## config.mk

```make
export PLATFORM = sky130hd
export DESIGN_NAME = wb_master_seq
export DESIGN_NICKNAME = d
export VERILOG_FILES = /design/src/rtl/wb_master_seq.sv
export SDC_FILE = /design/constraint.sdc
export NUM_CORES = 1
export LEC_CHECK = 0
export ABC_CLOCK_PERIOD_IN_PS = 5300
export CORE_UTILIZATION = 46
export CTS_CLUSTER_SIZE = 25
export DETAILED_ROUTE_END_ITERATION = 7
export GPL_ROUTABILITY_DRIVEN = 0
export PLACE_DENSITY = 0.85
export SYNTH_ARGS = -nofsm -noshare
export SYNTH_HDL_FRONTEND = slang
export SYNTH_SLANG_ARGS = --single-unit
```

## constraint.sdc

```tcl
create_clock -name clk_i -period 5.3 [get_ports clk_i]
set_input_delay 1.06 -clock clk_i [delete_from_list [all_inputs] [get_ports clk_i]]
set_output_delay 1.06 -clock clk_i [all_outputs]
set_load 0.01 [all_outputs]
```

## src/rtl/wb_master_seq.sv

```systemverilog
// Wishbone B4 classic single-transfer master with bounded retry and idle gap.
// Define WB_MASTER_TIMEOUT_EN to abort ACTIVE cycles after TIMEOUT clocks.
module wb_master_seq #(
  parameter int ADR_W     = 32,
  parameter int DAT_W     = 32,
  parameter int IDLE_GAP  = 2,
  parameter int MAX_RETRY = 3,
  parameter int TIMEOUT   = 16
) (
  input  logic               clk_i,
  input  logic               rst_i,
  input  logic               req_valid_i,
  output logic               req_ready_o,
  input  logic               req_we_i,
  input  logic [ADR_W-1:0]   req_adr_i,
  input  logic [DAT_W-1:0]   req_dat_i,
  input  logic [DAT_W/8-1:0] req_sel_i,
  output logic               rsp_valid_o,
  output logic [DAT_W-1:0]   rsp_dat_o,
  output logic               rsp_err_o,
  output logic               rsp_rty_o,
  output logic               rsp_tmo_o,
  output logic               cyc_o,
  output logic               stb_o,
  output logic               we_o,
  output logic [ADR_W-1:0]   adr_o,
  output logic [DAT_W-1:0]   dat_o,
  output logic [DAT_W/8-1:0] sel_o,
  input  logic [DAT_W-1:0]   dat_i,
  input  logic               ack_i,
  input  logic               err_i,
  input  logic               rty_i
);
  localparam int SEL_W = DAT_W / 8;
  localparam int GAP_W = (IDLE_GAP > 0) ? $clog2(IDLE_GAP + 1) : 1;
  localparam int RTY_W = (MAX_RETRY > 0) ? $clog2(MAX_RETRY + 1) : 1;
  localparam int GAP_LAST_I = (IDLE_GAP > 0) ? IDLE_GAP - 1 : 0;
  localparam logic [GAP_W-1:0] GAP_LAST = GAP_W'(GAP_LAST_I);
  localparam logic [RTY_W-1:0] RTY_MAX = RTY_W'(MAX_RETRY);
`ifdef WB_MASTER_TIMEOUT_EN
  localparam int TMO_W = $clog2(TIMEOUT + 1);
  localparam logic [TMO_W-1:0] TMO_LAST = TMO_W'(TIMEOUT - 1);
`endif

  typedef enum logic [1:0] {S_IDLE, S_ACTIVE, S_RESP, S_GAP} state_e;

  state_e             state_q, state_d;
  logic [GAP_W-1:0]   gap_q, gap_d;
  logic [RTY_W-1:0]   rcnt_q, rcnt_d;
  logic               reiss_q, reiss_d;
  logic               we_q, we_d;
  logic [ADR_W-1:0]   adr_q, adr_d;
  logic [DAT_W-1:0]   dat_q, dat_d;
  logic [SEL_W-1:0]   sel_q, sel_d;
  logic [DAT_W-1:0]   rdat_q, rdat_d;
  logic               err_q, err_d;
  logic               rty_q, rty_d;
`ifdef WB_MASTER_TIMEOUT_EN
  logic [TMO_W-1:0]   tcnt_q, tcnt_d;
  logic               tmo_q, tmo_d;
`endif

  always_ff @(posedge clk_i) begin
    if (rst_i) begin
      state_q <= S_IDLE;
      gap_q   <= '0;
      rcnt_q  <= '0;
      reiss_q <= 1'b0;
      we_q    <= 1'b0;
      adr_q   <= '0;
      dat_q   <= '0;
      sel_q   <= '0;
      rdat_q  <= '0;
      err_q   <= 1'b0;
      rty_q   <= 1'b0;
`ifdef WB_MASTER_TIMEOUT_EN
      tcnt_q  <= '0;
      tmo_q   <= 1'b0;
`endif
    end else begin
      state_q <= state_d;
      gap_q   <= gap_d;
      rcnt_q  <= rcnt_d;
      reiss_q <= reiss_d;
      we_q    <= we_d;
      adr_q   <= adr_d;
      dat_q   <= dat_d;
      sel_q   <= sel_d;
      rdat_q  <= rdat_d;
      err_q   <= err_d;
      rty_q   <= rty_d;
`ifdef WB_MASTER_TIMEOUT_EN
      tcnt_q  <= tcnt_d;
      tmo_q   <= tmo_d;
`endif
    end
  end

  always_comb begin
    state_d = state_q;
    gap_d   = gap_q;
    rcnt_d  = rcnt_q;
    reiss_d = reiss_q;
    we_d    = we_q;
    adr_d   = adr_q;
    dat_d   = dat_q;
    sel_d   = sel_q;
    rdat_d  = rdat_q;
    err_d   = err_q;
    rty_d   = rty_q;
`ifdef WB_MASTER_TIMEOUT_EN
    tcnt_d  = tcnt_q;
    tmo_d   = tmo_q;
`endif
    unique case (state_q)
      S_IDLE: begin
        if (req_valid_i && req_ready_o) begin
          we_d    = req_we_i;
          adr_d   = req_adr_i;
          dat_d   = req_dat_i;
          sel_d   = req_sel_i;
          rcnt_d  = '0;
          reiss_d = 1'b0;
          rdat_d  = '0;
          err_d   = 1'b0;
          rty_d   = 1'b0;
`ifdef WB_MASTER_TIMEOUT_EN
          tcnt_d  = '0;
          tmo_d   = 1'b0;
`endif
          state_d = S_ACTIVE;
        end
      end
      S_ACTIVE: begin
`ifdef WB_MASTER_TIMEOUT_EN
        tcnt_d = tcnt_q + 1'b1;
`endif
        if (err_i) begin
          err_d   = 1'b1;
          state_d = S_RESP;
        end else if (rty_i) begin
          if (rcnt_q != RTY_MAX) begin
            rcnt_d  = rcnt_q + 1'b1;
            reiss_d = 1'b1;
            gap_d   = '0;
            state_d = (IDLE_GAP == 0) ? S_ACTIVE : S_GAP;
`ifdef WB_MASTER_TIMEOUT_EN
            tcnt_d  = '0;
`endif
          end else begin
            rty_d   = 1'b1;
            state_d = S_RESP;
          end
        end else if (ack_i) begin
          if (!we_q) rdat_d = dat_i;
          state_d = S_RESP;
        end
`ifdef WB_MASTER_TIMEOUT_EN
        else if (tcnt_q == TMO_LAST) begin
          err_d   = 1'b1;
          tmo_d   = 1'b1;
          state_d = S_RESP;
        end
`endif
      end
      S_RESP: begin
        reiss_d = 1'b0;
        gap_d   = '0;
        state_d = (IDLE_GAP == 0) ? S_IDLE : S_GAP;
      end
      S_GAP: begin
        if (gap_q == GAP_LAST) begin
          state_d = reiss_q ? S_ACTIVE : S_IDLE;
          reiss_d = 1'b0;
`ifdef WB_MASTER_TIMEOUT_EN
          tcnt_d  = '0;
`endif
        end else begin
          gap_d = gap_q + 1'b1;
        end
      end
      default: state_d = S_IDLE;
    endcase
  end

  // Bus fields read as zero outside ACTIVE so idle cycles are clean.
  logic act, resp;
  assign act  = (state_q == S_ACTIVE);
  assign resp = (state_q == S_RESP);

  assign req_ready_o = (state_q == S_IDLE) && !rst_i;
  assign cyc_o       = act;
  assign stb_o       = act;
  assign we_o        = act && we_q;
  assign adr_o       = act ? adr_q : '0;
  assign dat_o       = act ? dat_q : '0;
  assign sel_o       = act ? sel_q : '0;
  assign rsp_valid_o = resp;
  assign rsp_dat_o   = resp ? rdat_q : '0;
  assign rsp_err_o   = resp && err_q;
  assign rsp_rty_o   = resp && rty_q;
`ifdef WB_MASTER_TIMEOUT_EN
  assign rsp_tmo_o   = resp && tmo_q;
`else
  assign rsp_tmo_o   = 1'b0;
`endif
endmodule
```

* Word level (Yosys, flattened, before mapping)
Cells that the tools add are included.
** Word-level totals
- Register bits after elaboration :: 110
- Input bits :: 107
- Output and inout port bits :: 108
- Word-level logic and storage cells :: 87
** Operators by class
- Add/subtract/negate cells :: 2
- Eq/ne operators :: 17
- Muxes and demuxes :: 40
- Reductions and logical operators :: 17
** Operator list (count)
- $mux 32 :: 8
- $pmux 32 s2 :: 1
- $mux 2 :: 13
- $ne 2x2->1 const B :: 11
- $reduce_and 5->1 :: 4
- $mux 1 :: 11
- $pmux 2 s4 :: 1
- $pmux 2 s3 :: 1
- $reduce_and 3->1 :: 2
- $reduce_and 6->1 :: 1
- $logic_and 1x1->1 :: 5
- $add 2x1->2 const B :: 2
- $eq 2x1->1 const B :: 2
- $eq 2x2->1 const B :: 2
- $mux 4 :: 1
- $ne 4x4->1 const B :: 1
- $pmux 1 s2 :: 2
- $pmux 1 s4 :: 1
- $pmux 2 s2 :: 1
- $reduce_bool 3->1 :: 1
- $logic_not 2->1 :: 1
- $ne 2x1->1 const B :: 1
- $reduce_and 2->1 :: 1
- $reduce_bool 2->1 :: 1
- $logic_not 1->1 :: 1

* Longest topological paths before layout
- Word-level depth :: 5
- Depth in mapped cells :: 9
- Mapped depth without buffers :: 6

* Worst setup path before layout
No wires, ideal clock.
- Kind :: flip-flop to output port
- Start point :: register state_q[1]
- End point :: output port adr_o[10]
- Arrival time :: 1.322 ns
- Data required time :: 4.240 ns
- Setup slack :: 2.918 ns
- Cell stages (with the launch flop) :: 7
- Path through :: dfxtp_1 inv_1 ha_1 buf_2 buf_2 clkbuf_1 and2_1
** On the way
- Word-level cells in the longest chain between the ends :: 2
** RTL lines
- start: declaration :: line 47 : state_e state_q, state_d;
- start signal: assignment :: line 81 : state_q <= state_d;
- $eq 2x1->1 :: line 188 : assign act = (state_q == S_ACTIVE);
- $mux 32 :: line 195 : assign adr_o = act ? adr_q : '0;
- end: declaration :: line 26 : output logic [ADR_W-1:0] adr_o,
No other way between the ends.

* Final worst setup path
- Start point :: register state_q[1]
- End point :: output port adr_o[30]
Same word-level chain as after synthesis.

==> impl_metrics.env <==
export IMPL_synth_top_area_share_pct=43.7
export IMPL_ys_ff_latch=110
export IMPL_viasPerCell=5.09
export IMPL_holdWs_ns=0.451
export IMPL_core_um2=10500
export IMPL_clockPowerShare_pct=21.9
export IMPL_drc=0
export IMPL_mostFrequentLayoutCells="212 x clkdlybuf4s50_1, 173 x nand2_1, 110 x dfxtp_1"
export IMPL_switching_share_pct=35.4
export IMPL_finalHoldViolCount=0
export IMPL_ys_types=31
export IMPL_critPathLaunchType="flip-flop"
export IMPL_cts_post_setup_buffers_inserted=0
export IMPL_drive_gt1_share_pct=3.33
export IMPL_cts_sinks=110
export IMPL_endpoint="adr_o[30]"
export IMPL_num_rows=37
export IMPL_cp_end_kind="output port"
export IMPL_r2r_end="rdat_q[29]$_SDFFE_PP0P_"
export IMPL_period_needed_ns=3.65
export IMPL_fin_setup_tns_ns=0
export IMPL_crit_type="flip-flop to output port"
export IMPL_cts_buffer_depth=2
export IMPL_final_common_cell="clkdlybuf4s50_1"
export IMPL_path_clk_slew_ns=0.10
export IMPL_antenna_cells=0
export IMPL_synth_edf_count=0
export IMPL_yosys_warnings=0
export IMPL_cap_viol_max_count=0
export IMPL_cts_buffers=9
export IMPL_synth_fp_nets=745
export IMPL_tightestPinTransition_ns=1.08
export IMPL_grt_pass1_vias=4767
export IMPL_fin_util_pct=70.3
export IMPL_die_w_um=107
export IMPL_r2r_start="state_q[1]$_SDFFE_PP0P_"
export IMPL_power_share_sequential_pct=41.6
export IMPL_p_total_mw=2.58
export IMPL_skew_ns=0.00971
export IMPL_cp_data_arrival_time_ns=2.59
export IMPL_r2r_slack_ns=1.92
export IMPL_internal_power_mw=1.67
export IMPL_rsz0062_at_grt="no"
export IMPL_hp_class="flip-flop to flip-flop"
export IMPL_grt_pass1_wl_um=22400
export IMPL_ant_nets=0
export IMPL_cp_required_ns=4.24
export IMPL_dp_cells=930
export IMPL_cts_tree="built"
export IMPL_pwr_share_comb_pct=36.5
export IMPL_dieArea_um2=11400
export IMPL_syn_inst=629
export IMPL_dr_total_vias=4815
export IMPL_powerDensity_nw_per_um2=351
export IMPL_ys_flop_type="dfxtp_1"
export IMPL_power_switching_mw=0.913
export IMPL_grt_max_degree=114
export IMPL_clock_latency_ns=0.37
export IMPL_start_util_pct=48.2
export IMPL_worstRegToRegCells=7
export IMPL_dp_hpwl_um=9680
export IMPL_drt_iter0_drc=213
export IMPL_fin_crit_sh_pct=69.0
export IMPL_synthArstFlopShare_pct=0
export IMPL_finalSetupViolations=0
export IMPL_fmax_mhz=274
export IMPL_routedWlPerCell_um=14.9
export IMPL_fin_cells=946
export IMPL_crit_fanout=71
export IMPL_outcome="finished, final reports clean"
export IMPL_io_pins=215
export IMPL_cp_startpoint="state_q[1]$_SDFFE_PP0P_"
export IMPL_post_cts_resize_count=0
export IMPL_htreeDepth=3
export IMPL_first_pass_iters=4
export IMPL_synth_area_top_cells="dfxtp_1 44%, and2_1 13%, nand2_1 13%, nand3b_1 11%, a21oi_1 3.6%"
export IMPL_antenna_found_initial=0
export IMPL_cts_root_buf="clkbuf_8"
export IMPL_seq_area_frac_synth_pct=43.7
export IMPL_drt_wl_total_um=14100
export IMPL_syn_area_um2=5040
export IMPL_overflow=0
export IMPL_grt_usage_pct=24.4
export IMPL_yosysTopAreaCell="dfxtp_1"
export IMPL_report_final_slew_viol_count=0
export IMPL_ir_worst_vdd_mv=0.256
export IMPL_p_leak_nw=2.97
export IMPL_port_buffers=213
export IMPL_nets=921
export IMPL_area_growth_pct=45.9
export IMPL_avgSynthCellArea_um2=8.01
export IMPL_hold_buffers=0
export IMPL_slew_headroom_pct=27.9
export IMPL_fp_dieH_um=107
[power groups by stage]
stage	Clock [mW]	Combinational [mW]	Sequential, mW
after floorplan	0	0.621	1.06
after global placement	0	0.917	1.08
after detailed placement	0	0.944	1.09
after CTS	0.577	0.949	1.07
after global routing	0.607	1.04	1.09
final	0.564	0.943	1.07
[worst min-delay path by stage]
stage                             from                       to  slack (ns)  cells after the start
2_1_floorplan   rdat_q[1]$_SDFFE_PP0P_   rdat_q[1]$_SDFFE_PP0P_        0.43                      2
4_1_cts        rdat_q[13]$_SDFFE_PP0P_  rdat_q[13]$_SDFFE_PP0P_        0.46                      2
3_3_place_gp    rdat_q[6]$_SDFFE_PP0P_   rdat_q[6]$_SDFFE_PP0P_        0.43                      2
5_1_grt        rdat_q[13]$_SDFFE_PP0P_  rdat_q[13]$_SDFFE_PP0P_        0.48                      2
6_report       rdat_q[13]$_SDFFE_PP0P_  rdat_q[13]$_SDFFE_PP0P_        0.45                      2
3_5_place_dp   rdat_q[13]$_SDFFE_PP0P_  rdat_q[13]$_SDFFE_PP0P_        0.44                      2
[routing by layer]
metal  wire, um  share of wire (%)  vias to the layer above  track usage [%]
met5          0                  0                        -                0
met4        242                1.7                        0             8.41
met3       1340                9.5                       22             7.29
met2       6560                 47                      202             40.0
met1       5920                 42                     2216             30.5
li1           -                  -                     2375                -
[final cells by class]
cell class / instances / area [um^2]
tap: 136 / 170
multi-input combinational: 463 / 2580
fill: 834 / 3110
clock buffer: 9 / 124
sequential: 110 / 2200
timing repair buffer: 217 / 2160
clock inverter: 7 / 103
inverter: 4 / 15.0
[synthesized netlist by cell type (all sizes together), types with 2 or more instances]
master and n:
a22o 2, nor2 6, dfxtp 110, and2 104
clkbuf 30, ha 9, mux2i 4, nand2b 7
nor2b 2, nand3b 72, a22oi 3, or3b 3
buf 22, a21oi 37, nand2 173, inv 4
nand3 33
[logic make-up after synthesis]
family	count (synthesis)	share of synthesized area, %
buf+inv	56	5.11
mux	4	0.794
other cells	1	0.0744
simple gates	401	42.2
flops	110	43.7
fa+ha+maj	9	2.23
compound gates	48	5.86
[flip-flops by register name, summed over array words and instances, names as in the netlist]
signal   count
dat_q       32
reiss_q      1
rcnt_q       2
sel_q        4
gap_q        2
state_q      2
rdat_q      32
rty_q        1
adr_q       32
err_q        1
we_q         1
[worst max-delay path, cell delays in order, from the launching register on]
cell             delay, ns
dfxtp_1               0.35
inv_1                 0.13
ha_2                  0.89
and2_1                0.28
clkdlybuf4s50_1       0.56
[stage by stage]
stage                     setup WS [ns]  cell area [um^2]
final                              1.65              7360
after global routing               1.43              7360
after CTS                          1.62              7360
after detailed placement           1.64              7130
after global placement             1.77              7130
after floorplan                    2.92              5040
Note: power is estimated with default switching activity, not from simulation.
